$ cat config.mk
export PLATFORM = sky130hd
export DESIGN_NAME = sat_counter
export DESIGN_NICKNAME = d
export VERILOG_FILES = /design/src/rtl/sat_counter.sv
export SDC_FILE = /design/constraint.sdc
export NUM_CORES = 1
export LEC_CHECK = 0
export ABC_AREA = 1
export ABC_CLOCK_PERIOD_IN_PS = 1800
export CELL_PAD_IN_SITES_DETAIL_PLACEMENT = 1
export CELL_PAD_IN_SITES_GLOBAL_PLACEMENT = 1
export CORE_UTILIZATION = 25
export DETAILED_ROUTE_END_ITERATION = 16
export PLACE_DENSITY_LB_ADDON = 0.1
export SLEW_MARGIN = 0
export SYNTH_ARGS = -nofsm -noshare
export SYNTH_HDL_FRONTEND = slang
export SYNTH_SLANG_ARGS = --single-unit
$ cat constraint.sdc
create_clock -name clk -period 1.8 [get_ports clk]
set_clock_uncertainty 0.2 [all_clocks]
set_input_delay 0.36 -clock clk [delete_from_list [all_inputs] [get_ports clk]]
set_output_delay 0.36 -clock clk [all_outputs]
set_load 0.01 [all_outputs]
$ cat src/rtl/sat_counter.sv
// Saturating up-counter with synchronous clear. A clear and an increment in
// the same cycle leave the counter at one: the clear is applied first.
module sat_counter #(
  parameter int W = 16
) (
  input  logic         clk,
  input  logic         rst,
  input  logic         clr,
  input  logic         inc,
  output logic [W-1:0] q
);

  localparam logic [W-1:0] ALL_ONES = '1;

  logic [W-1:0] cnt_q;
  logic [W-1:0] cnt_d;
  logic [W-1:0] base;

  // Next count: clear first, then a saturating increment on top of it.
  always_comb begin
    base  = clr ? '0 : cnt_q;
    cnt_d = base;
    if (inc && (base != ALL_ONES)) begin
      cnt_d = base + W'(1);
    end
  end

  // Count register.
  always_ff @(posedge clk or posedge rst) begin
    if (rst) begin
      cnt_q <= '0;
    end else begin
      cnt_q <= cnt_d;
    end
  end

  assign q = cnt_q;

endmodule

# == After elaboration in Yosys (flattened, before gate mapping) ==
# Cells that the tools add are included.
# W data, S select, Z words.
# totals
ff_bits,16
latch_bits,0
ram_bits,0
mem_bits_ro,0
out_inout_bits,16
mem_count,0
# op_classes
addsub,1
n_mul,0
div,0
order_cmp,0
eq_ne,1
n_shift,0
mux,2
n_bitwise,0
reduce_logical,1
# ops
cell,count
$mux W16,2
$add A16 B1 Y16 const B,1
$ne A16 B16 Y1 const B,1
$logic_and A1 B1 Y1,1

# == Logic depth before layout (Yosys ltp) ==
# Gate-level depths: netlist (run 1).
# depth
word_depth,4
mapped_depth,12
ltp_nobuf,10

# == Worst setup path after synthesis (run 1) ==
# Ideal clock, no wire load.
# synth_path
path_kind,input -> register
startpoint,in clr
endpoint,"reg cnt_q[3], in the netlist q[3]"
setup_time_ps,127
arrival_ps,1372
t_required_ps,1473
path_slack_ps,100
stages,11
cell_sequence,buf_6 > inv_8 > buf_12 > nand2_2 > nor2_2 > nand2_2 > nor2_4 > nand2_4 > nand2_4 > buf_8 > o21ai_0
# synth_between
elab_chain_cells,4
# synth_rtl
item,line,text
start: declaration,8,"input logic clr,"
$mux W16 *,21,base = clr ? '0 : cnt_q;
"parallel branches: the longest is 2 deep, another holds $add A16 B1 Y16",--,
$mux W16 *,23,if (inc && (base != ALL_ONES)) begin
via cnt_d[3],16,logic [W-1:0] cnt_d;
end signal: assignment,33,cnt_q <= cnt_d;
end: declaration,15,logic [W-1:0] cnt_q;
# Mark *: on every way through the listed nets, which the timed path passes.

# == Final worst setup path (run 1) ==
# layout_path
startpoint,"reg cnt_q[5], in the netlist q[5]"
endpoint,out q[5]
# layout_rtl
item,line,text
end: declaration,10,output logic [W-1:0] q
# No word-level cell between the ends.

==> flow_metrics.py, run 1 <==
metrics = {
    "outcome": {
        "outcome": "finished, final reports clean",
    },
    "logic_synthesis": {
        "mappedNetlistArea_sq_um": 1240,
        "synth-xor-area-share": 0.0281,
        "yosys.area_share.adder": 0,
        "synth.net_count": 190,
        "yosysWarnings": 0,
        "area_share_of_the_largest_cell_type_after_synthesis": 0.322,
        "synthCells": 186,
        "main_combinational_cell_family_by_area_after_synthesis": "simple AND/OR/NAND/NOR gates",
        "area_leader_netlist": "dfrtp_1",
        "synth_compound_area_frac": 0.0221,
        "synth.mux.area_fraction": 0,
        "simple_logic_cell_fraction_of_the_synthesized_area": 0.504,
        "postSynthAreaPerCell_sq_um": 6.69,
        "ys_seq_elements": 16,
        "synthTopCellsByArea": "dfrtp_1 (32%), nand2_1 (20%), inv_1 (7.5%), nor2_1 (6.9%), nand2_4 (4.5%)",
        "netlist-cell-type-count": 21,
        "synth_sequential_area_ratio": 0.322,
    },
    "floorplan": {
        "initial_utilization": 0.262,
        "die_area_sq_um": 5270,
        "fp-row-count": 25,
        "ioPinCount": 20,
        "core-area_sq_um": 4750,
        "fp.dieH_um": 72.6,
        "die_w_um": 72.6,
    },
    "critical_path": {
        "criticalPathCategory": "register to primary output",
        "worstPathMaxFanout": 3,
        "critical-path-slowest-cell": "clkdlybuf4s50_1",
        "start_kind": "register",
        "worst_setup_path_end_kind": "primary output",
        "timing.critical_path.arrival_ps": 1200,
        "path_buf_inv": 1,
        "crit_required_ps": 1240,
        "cp_cell_instances": "clkdlybuf4s50_1",
        "timing.critical_path.max_delay_family": "buffers and inverters",
        "cp_slowest_stage_delay_ps": 550,
    },
    "timing": {
        "slew_at_the_pin_closest_to_its_max_slew_limit_ps": 281,
        "hold_viol": 0,
        "setup_violations": 0,
        "period_minus_slack_ps": 1760,
        "clock.fmax_ghz": 0.569,
        "timing.slew.headroom": 0.811,
        "fin_max_slew_vios": 0,
        "finalHoldWorstSlack_ps": 218,
        "fin_crit_sh": 0.977,
        "grt_setup_unrepaired": "no",
    },
    "clock_network": {
        "ctsHoldBuffers": 0,
        "cts_buffer_depth": 2,
        "tritoncts": "yes",
        "root_buffer": "clkbuf_8",
        "h_tree_depth": 1,
        "clk_pin_slew_ps": 70,
        "insertion_delay_ps": 250,
        "numCtsBuffers": 3,
        "clkSinkCount": 16,
    },
    "job": {
        "timing.max_cap.violations": 0,
    },
    "routing": {
        "drc": 0,
        "detail_route.iter0.violations": 30,
        "ant_nets": 0,
        "viasPerCell": 4.31,
        "drt_pass1_iterations": 4,
        "drt-total-wl_um": 4100,
        "vias": 1375,
        "detail_route.wl_per_cell_um": 12.9,
    },
    "power_and_ir_drop": {
        "p_leak_uw": 0.000990,
        "power.ir.vdd_worst_v": 0.000225,
        "p_per_area_nw_per_um2": 398,
    },
    "layout": {
        "largest_register_ff_count": 16,
        "fillers": 625,
        "antenna_cells": 0,
        "post-route-util": 0.398,
        "post_route_cells_drive_above_1_share": 0.321,
        "register_area_sq_um": 402,
        "layout.nets": 258,
        "multi_input_logic_area_sq_um": 702,
        "syn_to_final_growth_pct": 52.0,
    },
    "global_route": {
        "grt_max_degree": 17,
        "grt_antenna_before_repair": 0,
        "first_pass_grt_wire_length_um": 6980,
        "number_of_global_route_vias_before_repair": 1426,
        "grt-ovfl-total": 0,
        "grt_util_all_layers": 0.173,
    },
    "placed_design": {
        "place_congestion": 0.808,
        "port-buffer-count": 19,
        "hpwlAfterDp_um": 3290,
    },
    "worst_hold_path": {
        "hold_path_class": "primary input to asynchronous set/reset pin",
    },
}
## synthesized netlist by cell type
master and count:
nand2_1 66, inv_1 25, nor2_1 23, dfrtp_1 16, nand3_1 10, nand2_2 8, nand4_1 6, nand2_4 5
nor2_2 5, nor2_4 4, o21ai_0 4, nor3_1 3, xor2_1 3, buf_12 1, buf_6 1, buf_8 1
inv_2 1, inv_8 1, nand3b_1 1, o21bai_1 1, xnor2_1 1
## worst paths after layout
path	cells past startpoint	slack, ps	end	from
setup / recovery	1	40	q[5]	q[5]
hold / removal	3	220	q[10]	rst
setup reg to reg	10	150	q[1]	q[2]
hold reg to reg	3	430	q[6]	q[6]
max in group asynchronous	3	970	q[2]	rst
min in group clk	4	360	q[6]	clr
## final cells by class
class                   instances  area share
multi-input cells             140       0.371
well taps                      67      0.0443
repair inverters                1     0.00331
repair buffers                 65       0.290
inverters                      27      0.0575
flip-flops and latches         16       0.212
clock buffers                   3      0.0218
## kinds of logic (layout without fill, tap and decap cells)
logic type,after synthesis,after routing
compound gates,5,5
xor+xnor,4,4
buf+inv,30,96
flops,16,16
simple gates,131,131
## layout by cell type (no fill, tap or decap), drive strengths merged
master,instances
xnor2,1
nor2,32
nand3,10
dlymetal6s2s,2
inv,28
clkdlybuf4s50,16
nand3b,1
buf,47
o21ai,4
dfrtp,16
nand4,6
clkbuf,3
xor2,3
nand2,79
o21bai,1
nor3,3
## timing repair
item	4_1_cts	5_1_grt
resized for setup	4	9
setup endpoints to repair	18	14
cloned	1	0
pin swaps	0	1
buffers inserted	1	4
## report_power, final
part | internal [uW] | leakage [uW] | switching (uW) | total [uW]
sequential | 364 | 0.000219 | 4.64 | 369
combinational | 40.7 | 0.000750 | 55.7 | 96.3
clock | 149 | 0.0000216 | 138 | 287
total | 554 | 0.000990 | 198 | 752
## worst register-to-register path, stage by stage, from the launching register on
cell and delay [ps]:
dfrtp_2 380, buf_4 130, nand2_4 50, nor2_2 120
nand2_2 130, nor2_4 130, nand2_4 70, nand2_4 90
buf_4 160, nand2_1 50, o21ai_0 70
## metal layers
metal  vias up  part of all wire  track usage  wire length [um]
li1        700                 -            -                 -
met1       661              0.49        0.233              2010
met2        12              0.48        0.293              1980
met3         2             0.021       0.0292                85
met4         0            0.0061       0.0327                25
met5         -                 0            0                 0
## metrics by stage
step	power, uW	instances	setup TNS (ps)	cell area, sq um	worst slack, ps
2_1_floorplan	426	186	0	1240	100
4_1_cts	764	315	0	1850	2.02
6_report	752	319	0	1890	41.1
5_1_grt	787	319	0	1890	0.975
3_5_place_dp	471	310	-7800	1790	-533
3_3_place_gp	468	310	-7400	1790	-499
Power figures use the tool's default switching activity.
==> run 2, diff against run 1 <==
--- a/config.mk
+++ b/config.mk
@@ -11,6 +11,7 @@
 export CELL_PAD_IN_SITES_GLOBAL_PLACEMENT = 1
 export CORE_UTILIZATION = 25
 export DETAILED_ROUTE_END_ITERATION = 16
+export GPL_TIMING_DRIVEN = 0
 export PLACE_DENSITY_LB_ADDON = 0.1
 export SLEW_MARGIN = 0
 export SYNTH_ARGS = -nofsm -noshare
==> flow_metrics.py, run 2 (synthesis results as in run 1) <==
metrics = {
    "layout": {
        "syn_to_final_growth_pct": 31.3,
        "layout.nets": 218,
        "post-route-util": 0.344,
        "post_route_cells_drive_above_1_share": 0.188,
        "mostFrequentLayoutCell": "nand2_1",
        "layout.cells.most_common_list": "nand2_1 (65), inv_1 (25), nor2_1 (21), clkdlybuf4s50_1 (16), dfrtp_1 (16)",
        "fillers": 619,
        "register_area_sq_um": 400,
        "antenna_cells": 0,
        "largest_register_ff_count": 16,
        "multi_input_logic_area_sq_um": 717,
    },
    "critical_path": {
        "criticalPathCategory": "register to primary output",
        "path_buf_inv": 1,
        "start_kind": "register",
        "timing.critical_path.arrival_ps": 1220,
        "critical-path-slowest-cell": "clkdlybuf4s50_1",
        "timing.critical_path.max_delay_family": "buffers and inverters",
        "worst_setup_path_end_kind": "primary output",
        "cp_slowest_stage_delay_ps": 570,
        "worstPathMaxFanout": 3,
        "cp_cell_instances": "clkdlybuf4s50_1",
        "worstSetupStartpoint": "q[2]",
        "crit_required_ps": 1240,
        "regToRegStartpoint": "q[2]",
    },
    "clock_network": {
        "clkSinkCount": 16,
        "h_tree_depth": 1,
        "cts_buffer_depth": 2,
        "clk_pin_slew_ps": 70,
        "root_buffer": "clkbuf_8",
        "tritoncts": "yes",
        "ctsHoldBuffers": 0,
        "insertion_delay_ps": 260,
        "numCtsBuffers": 3,
    },
    "routing": {
        "vias": 1221,
        "drt_pass1_iterations": 4,
        "met3WireLength_um": 65,
        "route.met2.wl_um": 1740,
        "ant_nets": 0,
        "detail_route.iter0.violations": 37,
        "viasPerCell": 4.36,
        "top_layer_used": "met4",
        "drc": 0,
        "detail_route.wl_per_cell_um": 13.0,
        "detail_route.wirelength.met1_um": 1780,
        "drt-total-wl_um": 3650,
    },
    "worst_hold_path": {
        "hold_start": "clr",
        "hold_path_class": "primary input to register",
    },
    "timing": {
        "finalHoldWorstSlack_ps": 262,
        "slew_at_the_pin_closest_to_its_max_slew_limit_ps": 686,
        "fin_crit_sh": 0.989,
        "hold_viol": 0,
        "grt_setup_unrepaired": "yes",
        "period_minus_slack_ps": 1780,
        "fin_max_slew_vios": 0,
        "setup_violations": 0,
        "fin_ws_ps": 20.5,
        "timing.slew.headroom": 0.542,
        "clock.fmax_ghz": 0.562,
    },
    "global_route": {
        "grt_util_all_layers": 0.155,
        "grt_antenna_before_repair": 0,
        "first_pass_grt_wire_length_um": 6090,
        "grt-ovfl-total": 0,
        "grt_max_degree": 17,
        "number_of_global_route_vias_before_repair": 1247,
    },
    "outcome": {
        "outcome": "finished, final reports clean",
    },
    "power_and_ir_drop": {
        "p_per_area_nw_per_um2": 487,
        "power.ir.vdd_worst_v": 0.000191,
        "p_leak_uw": 0.000806,
    },
    "placed_design": {
        "place_congestion": 0.779,
        "port-buffer-count": 18,
        "hpwlAfterDp_um": 2890,
        "placement.setup.worst_slack_ps": -167,
    },
    "floorplan": {
        "fp-row-count": 25,
        "core-area_sq_um": 4750,
        "fp.dieH_um": 72.6,
        "ioPinCount": 20,
        "die_w_um": 72.6,
        "initial_utilization": 0.262,
        "die_area_sq_um": 5270,
    },
    "job": {
        "timing.max_cap.violations": 0,
    },
}
[run 2: worst min-delay path, stage by stage]
cell     delay (ps)
buf_6           140
nor2_1           70
nand2_1          60
nand2_1          40
[run 2: final timing paths]
| kind | endpoint | slack [ps] | depth (start not counted) |
|---|---|---|---|
| max reg2reg | q[4] | 80 | 9 |
| min | q[8] | 260 | 4 |
| min in group asynchronous | q[2] | 300 | 2 |
| min reg2reg | q[15] | 350 | 2 |
| max | q[2] | 20 | 1 |
| max in group asynchronous | q[15] | 660 | 2 |
[run 2: repair_timing]
action                                  CTS  global route
endpoints found under the setup margin    4            14
endpoints found under the hold margin     0             0
buffers inserted                          4             1
pin swaps                                 0             1
resized for setup                         1             8
[run 2: layer usage]
layer  up-vias  global-route usage
li1        616                   -
met2        14               0.253
met3         5              0.0208
met5         -                   0
met1       586               0.207
met4         0              0.0588
[run 2: layout make-up]
class,count,area share
buffer,3,0.0283
clock buffer,4,0.0337
inverter,27,0.0666
multi-input combinational,140,0.439
sequential,16,0.245
tap,67,0.0513
timing repair buffer,23,0.136
[run 2: report_power, final]
part / total (uW) / internal, uW / switching, uW / leakage (uW)
logic: 85.2 / 32.4 / 52.8 / 0.000556
clock network: 341 / 195 / 146 / 0.0000288
registers: 369 / 364 / 4.90 / 0.000221
total: 795 / 591 / 204 / 0.000806
[run 2: per-stage QoR]
step	cell area [sq um]	cells	power, uW	TNS, ps
after CTS	1600	279	811	0
final	1630	280	795	0
after global placement	1510	271	459	-2100
after detailed placement	1510	271	459	-2140
after global routing	1630	280	824	-68.1
after floorplan	1240	186	426	0
